--- config.mk ---
export PLATFORM = sky130hd
export DESIGN_NAME = run_pattern_detector
export DESIGN_NICKNAME = d
export VERILOG_FILES = /design/src/rtl/run_pattern_detector.sv
export SDC_FILE = /design/constraint.sdc
export NUM_CORES = 1
export LEC_CHECK = 0
export ABC_AREA = 1
export CORE_MARGIN = 5
export CORE_UTILIZATION = 33
export DETAILED_ROUTE_END_ITERATION = 10
export PLACE_DENSITY = 0.61
export RECOVER_POWER = 25
export SYNTH_ARGS = -nofsm -noshare
export SYNTH_HDL_FRONTEND = slang
export SYNTH_SLANG_ARGS = --single-unit
--- constraint.sdc ---
create_clock -name clk -period 1.7 [get_ports clk]
set_input_delay 0.34 -clock clk [delete_from_list [all_inputs] [get_ports clk]]
set_output_delay 0.34 -clock clk [all_outputs]
set_load 0.1 [all_outputs]
--- src/rtl/run_pattern_detector.sv ---
// Serial run-length detector: flags ZERO_LEN zeros followed by ONE_LEN ones,
// with qualified sampling and a saturating, clearable match counter.
module run_pattern_detector #(
    parameter int ZERO_LEN   = 2,
    parameter int ONE_LEN    = 3,
    parameter int EXACT_ZERO = 0,
    parameter int CNT_W      = 8
) (
    input  logic             clk,
    input  logic             rst_n,
    input  logic             in_valid,
    input  logic             x,
    input  logic             clr,
    output logic             match,
    output logic [CNT_W-1:0] match_cnt,
    output logic             cnt_sat,
    output logic [1:0]       state
);
    localparam int ZW = $clog2(ZERO_LEN + 2);
    localparam int OW = $clog2(ONE_LEN + 1);

    localparam logic [ZW-1:0]    ZCNT_LEN  = ZW'(ZERO_LEN);
    localparam logic [ZW-1:0]    ZCNT_MAX  = ZW'(ZERO_LEN + 1);
    localparam logic [ZW-1:0]    ZCNT_ONE  = ZW'(1);
    localparam logic [OW-1:0]    OCNT_LAST = OW'(ONE_LEN - 1);
    localparam logic [OW-1:0]    OCNT_ONE  = OW'(1);
    localparam logic [CNT_W-1:0] CNT_ALL   = '1;

    generate
        if (ZERO_LEN < 1 || ONE_LEN < 1) begin : g_bad_params
            $error("run_pattern_detector: ZERO_LEN and ONE_LEN must be >= 1");
        end
    endgenerate

    typedef enum logic [1:0] {
        HUNT = 2'd0,
        ZERO = 2'd1,
        ONE  = 2'd2
    } state_t;

    state_t           st, st_nxt;
    logic [ZW-1:0]    zcnt, zcnt_nxt;
    logic [OW-1:0]    ocnt, ocnt_nxt;
    logic             hit;
    logic             qual;
    logic [CNT_W-1:0] cnt_base, cnt_nxt;
    logic             sat_base, sat_nxt;

    // zcnt stops one past ZERO_LEN so exact mode can tell an over-long run apart
    assign qual = (EXACT_ZERO != 0) ? (zcnt == ZCNT_LEN) : (zcnt >= ZCNT_LEN);

    always_comb begin
        st_nxt   = st;
        zcnt_nxt = zcnt;
        ocnt_nxt = ocnt;
        hit      = 1'b0;
        if (in_valid) begin
            case (st)
                HUNT: begin
                    if (!x) begin
                        zcnt_nxt = ZCNT_ONE;
                        st_nxt   = ZERO;
                    end
                end
                ZERO: begin
                    if (!x) begin
                        if (zcnt != ZCNT_MAX) zcnt_nxt = zcnt + ZCNT_ONE;
                    end else if (qual) begin
                        zcnt_nxt = '0;
                        if (ONE_LEN == 1) begin
                            hit    = 1'b1;
                            st_nxt = HUNT;
                        end else begin
                            ocnt_nxt = OCNT_ONE;
                            st_nxt   = ONE;
                        end
                    end else begin
                        zcnt_nxt = '0;
                        st_nxt   = HUNT;
                    end
                end
                ONE: begin
                    if (x) begin
                        if (ocnt == OCNT_LAST) begin
                            hit      = 1'b1;
                            ocnt_nxt = '0;
                            st_nxt   = HUNT;
                        end else begin
                            ocnt_nxt = ocnt + OCNT_ONE;
                        end
                    end else begin
                        // the aborting zero is the first bit of a fresh zero run
                        ocnt_nxt = '0;
                        zcnt_nxt = ZCNT_ONE;
                        st_nxt   = ZERO;
                    end
                end
                default: begin
                    zcnt_nxt = '0;
                    ocnt_nxt = '0;
                    st_nxt   = HUNT;
                end
            endcase
        end
    end

    // clear first, then count a match landing on the same edge
    always_comb begin
        cnt_base = clr ? '0 : match_cnt;
        sat_base = clr ? 1'b0 : cnt_sat;
        cnt_nxt  = cnt_base;
        sat_nxt  = sat_base;
        if (hit && cnt_base != CNT_ALL) begin
            cnt_nxt = cnt_base + 1'b1;
            if (cnt_nxt == CNT_ALL) sat_nxt = 1'b1;
        end
    end

    always_ff @(posedge clk or negedge rst_n) begin
        if (!rst_n) begin
            st        <= HUNT;
            zcnt      <= '0;
            ocnt      <= '0;
            match     <= 1'b0;
            match_cnt <= '0;
            cnt_sat   <= 1'b0;
        end else begin
            st        <= st_nxt;
            zcnt      <= zcnt_nxt;
            ocnt      <= ocnt_nxt;
            match     <= hit;
            match_cnt <= cnt_nxt;
            cnt_sat   <= sat_nxt;
        end
    end

    assign state = st;

endmodule

Word-level counts from Yosys, hierarchy flattened. Index checks and enable logic that the tools add are counted.

Output and inout bits: 12. Input port bits: 5. Bits in registers: 16.

Order comparisons: 1. Bitwise gates (word level): 1. Equality and inequality tests: 12. Multiplexer cells: 23. $add $sub $neg: 3. Reductions and logical operators: 6.

Operators by type and width (number): 2-bit two-way mux (11); 8-bit two-way mux (2); 2-bit one-hot mux with 3 select lines (2); 2-bit inequality test (second input constant) (5); 8-bit by 1-bit adder with 8-bit output (second input constant) (1); 8-bit == test (second input constant) (1); 8-bit inequality test (second input constant) (1); 4-bit AND reduction (2); 1-bit two-way mux (7); 3-bit inequality test (second input constant) (2); 2-bit by 1-bit adder with 2-bit output (second input constant) (2); 2-bit == test (second input constant) (2); 2-bit one-hot mux with 2 select lines (1); 3-bit AND reduction (1); 2-bit by 1-bit == test with 1-bit output (second input constant) (1); 2-bit greater-or-equal comparator (second input constant) (1); 2-bit logical NOT (1); 2-bit OR reduction (1); 1-bit logical AND (1); 1-bit NOT (1).

Longest topological paths before layout. Gate-level depths: netlist of the first run.

Depth after elaboration: 7. Depth in mapped cells: 11. Depth with buffers taken out: 10.

Worst setup path after synthesis of the first run. Ideal clock, no wire load.

Path type: reg2reg. Start: reg st[0] (netlist: state[0]). End: reg st[0] (netlist: state[0]). Path slack: -503 ps. Buffers on the path: 0. Arrival: 2119 ps. Cell stages (with the launch flop): 7. Clock period less this slack: 2203 ps. Path through: dfrtp_1 inv_1 ha_1 or2_2 a31oi_1 nand4_1 o21ai_0.

Word-level cells in the longest chain between the ends: 3. Elaborated cells between the ends (all ways): 8. Classes of those cells: eq/ne (5); mux (1); reduce/logical (2).

RTL lines: start, declared (RTL line 41) `state_t st, st_nxt;`; start signal, assigned (RTL line 128) `st <= st_nxt;`; 2-bit == test, or another cell as far along (RTL line 58) `case (st)`; 3-bit inequality test (no line) or 2-bit inequality test (tied branches); 4-bit AND reduction (no line).

Parallel ways exist; a longest one is shown, timed or not. A chain may end at the register's enable or synchronous reset.

Worst setup path after layout of the first run.
Start: reg st[0] (netlist: state[0]). End: reg st[1] (netlist: state[1]).

Same word-level chain as after synthesis.

==> results of run 1 <==
[Yosys cell counts]
cell      number
nand2_1       34
inv_1         22
dfrtp_1       16
nor2_1        12
nand3_1       11
ha_1           7
o21ai_0        7
nand3_2        4
nand4_1        4
o21ai_2        3
a31oi_1        2
nand2_4        2
nor2_4         2
o21ai_1        2
o21bai_1       2
o31ai_1        2
or2_2          2
buf_12         1
buf_6          1
inv_2          1
o211ai_1       1
xor2_1         1
[worst paths after layout]
kind,from,end,slack [ps],depth (start not counted)
setup / recovery,state[0],state[1],-30,7
min in group asynchronous,rst_n,match_cnt[2],690,2
hold reg to reg,zcnt[0],zcnt[0],530,2
hold / removal,zcnt[0],zcnt[0],530,2
max in group asynchronous,rst_n,state[1],360,2
setup reg to reg,state[0],state[1],-30,7
[power groups by stage]
stage               Combinational (mW)  Sequential [mW]  Clock (mW)
finish                           0.600            0.489       0.206
CTS                              0.542            0.504       0.220
floorplan                        0.243            0.624           0
global placement                 0.530            0.508           0
detailed placement               0.538            0.510           0
global route                     0.658            0.497       0.236
[flip-flops by register name, indices dropped and copies added, names as in the netlist]
| name | flops |
|---|---|
| cnt_sat | 1 |
| state | 2 |
| ocnt | 2 |
| zcnt | 2 |
| match | 1 |
| match_cnt | 8 |
[layout make-up]
cell class | count | area, µm² | share of cell area [%]
timing repair buffer | 35 | 419.2 | 26.46
clock buffer | 4 | 26.28 | 1.659
sequential | 16 | 417.9 | 26.38
tap | 44 | 55.05 | 3.476
inverter | 23 | 86.33 | 5.450
multi-input combinational | 98 | 579.3 | 36.57
[cells by family after synthesis]
family	synth area share [%]
AND/OR/NAND/NOR	32.26
buffers and inverters	10.83
AO/OA/AOI/OAI	11.17
flip-flops	36.87
adder cells (fa/ha/maj)	8.064
XOR/XNOR	0.8066
[per-layer routing]
metal | part of all wire (%) | wire length, µm
met4 | 1.9 | 46
met5 | 0 | 0
met2 | 50 | 1223
met3 | 3.1 | 75
met1 | 45 | 1107
[critical path, cell delays in order, from the launching register on]
cell and delay, ps:
dfrtp_4 500, buf_4 150, ha_1 260, nand2_1 90, nand2_1 80, a31oi_2 260, nand4_1 170, o21ai_0 130
[metrics by stage]
stage	setup slack, ps	TNS [ps]	total power [mW]
after CTS	37.75	0	1.265
after global routing	-117.7	-146.5	1.391
after detailed placement	-153.3	-961.4	1.049
after floorplan	26.78	0	0.8670
after global placement	-121.5	-497.9	1.037
final	-27.46	-27.46	1.296
[repair_timing]
item,in CTS,in global routing
gates resized for setup,0,2
setup buffers,0,4
setup endpoints to repair,0,7
==> summary.txt, run 1 <==
Run status
  – Status: finished with violations
  – Violated checks: setup timing

Power
  – Switching Share: 41.40%
  – Pleak: 0.7111 nW
  – Flop pwr share: 37.8%
  – Combinational Power Share: 46.3%
  – P_int: 0.7593 mW
  – P per Cell Area: 818.0 nW/µm²
  – VDD IR max: 1134 µV
  – Switching pwr: 0.5364 mW
  – Clock power frac: 15.9%

STA
  – Worst setup margin: -27.46 ps
  – Fin Hold WS: 533.5 ps
  – Worst-Margin Slew: 905.7 ps
  – Slew Limit Headroom: 39.62%
  – Tcrit/Tclk final: 101.6%
  – Min Tclk post-route: 1727 ps
  – Final Max Tran Viols: 0
  – Fmax: 578.9 MHz
  – Worst Skew: 10.60 ps
  – Setup Viol. Count Final: 1
  – Final Hold Fails: 0

Synthesis
  – Synth Warn #: 0
  – Synth top area share: 36.87%
  – Main area contributors after synthesis: dfrtp_1 (37%), nand2_1 (12%), ha_1 (8.1%)
  – Area leader, netlist: dfrtp_1
  – Unique cell type count in the Yosys netlist: 22
  – Sequential cell area fraction in the yosys report: 36.87%
  – Synth Instances: 139
  – Syn_area_per_cell: 7.813 µm²
  – Mapped Area: 1086 µm²
  – #FFs+latches synth: 16
  – Syn nets: 151

Layout
  – Area Growth Syn to Fin: 45.85%
  – Most frequent cells in the layout: nand2_1 (34), inv_1 (21), buf_4 (18)
  – Final nets: 189
  – Core Util, Final: 51.05%
  – Layout cell share with drive strength beyond 1: 34.66%
  – Most common cell after layout, fill and taps aside: nand2_1
  – Fin area: 1584 µm²
  – Layout Cells excl Fill: 220
  – Antenna diode count: 0
  – Filler cells: 309

Clocking
  – Root Buffer: clkbuf_4
  – CTS Hold Bufs: 0
  – Sink Count: 16
  – Worst-path clk slew: 100 ps
  – Clock tree buffer depth: 2
  – TritonCTS clock tree: built
  – Num CTS Buffers: 3
  – H-tree levels: 1
  – Skew-Pair Late Insertion Delay: 280 ps

Placement
  – Gpl congestion: 0.8956
  – Post-DP HPWL: 1890 µm
  – PortBufs: 16
  – Area post-placement: 1526 µm²
  – Inst Count DP: 212

Routing
  – Routed WL: 2452 µm
  – Via Count: 1044
  – Starting DRT DRC Count: 32
  – Drt first pass iters: 4
  – DRC viols: 0
  – WL per Instance: 11.15 µm
  – Vias per inst: 4.745
  – Routed Antenna Nets: 0

Setup path
  – Crit-path max FO: 6
  – Critical path arrival: 1920 ps
  – Setup CP Type: flop to flop
  – WP data required: 1890 ps
  – Worst setup SP type: flop
  – Worst setup EP type: flop

Floorplan
  – Core Area: 3103 µm²
  – Row count: 20
  – Initial Util: 35.00%
  – Die ar.: 4538 µm²
  – Die X: 67.37 µm
  – Die Y: 67.37 µm
  – Boundary pin count: 17

GRT
  – GR Layer Usage met2: 20.61%
  – Pin count of the biggest net entering global routing: 17
  – GRT Residual Overflow: 0
  – Initial antenna violation count: 0
  – Met3 Use GR: 1.498%
  – M1 GR Usage: 13.92%
  – Busiest grt layer: met2
  – Gr usage total: 11.44%
  – Vias in the first global route: 1007
  – First-pass GRT wire length: 4050 µm

Hold path
  – HP Class: flop to flop

Flow run
  – Total of max-cap violations: 0
(Power assumes the default switching activity.)
==> inputs of run 2 (changes only) <==
--- a/config.mk
+++ b/config.mk
@@ -11,6 +11,7 @@
 export DETAILED_ROUTE_END_ITERATION = 10
 export PLACE_DENSITY = 0.61
 export RECOVER_POWER = 25
+export SLEW_MARGIN = 15
 export SYNTH_ARGS = -nofsm -noshare
 export SYNTH_HDL_FRONTEND = slang
 export SYNTH_SLANG_ARGS = --single-unit
==> results of run 2 <==
Final layout, timing and power as in run 1 (identical DEF).
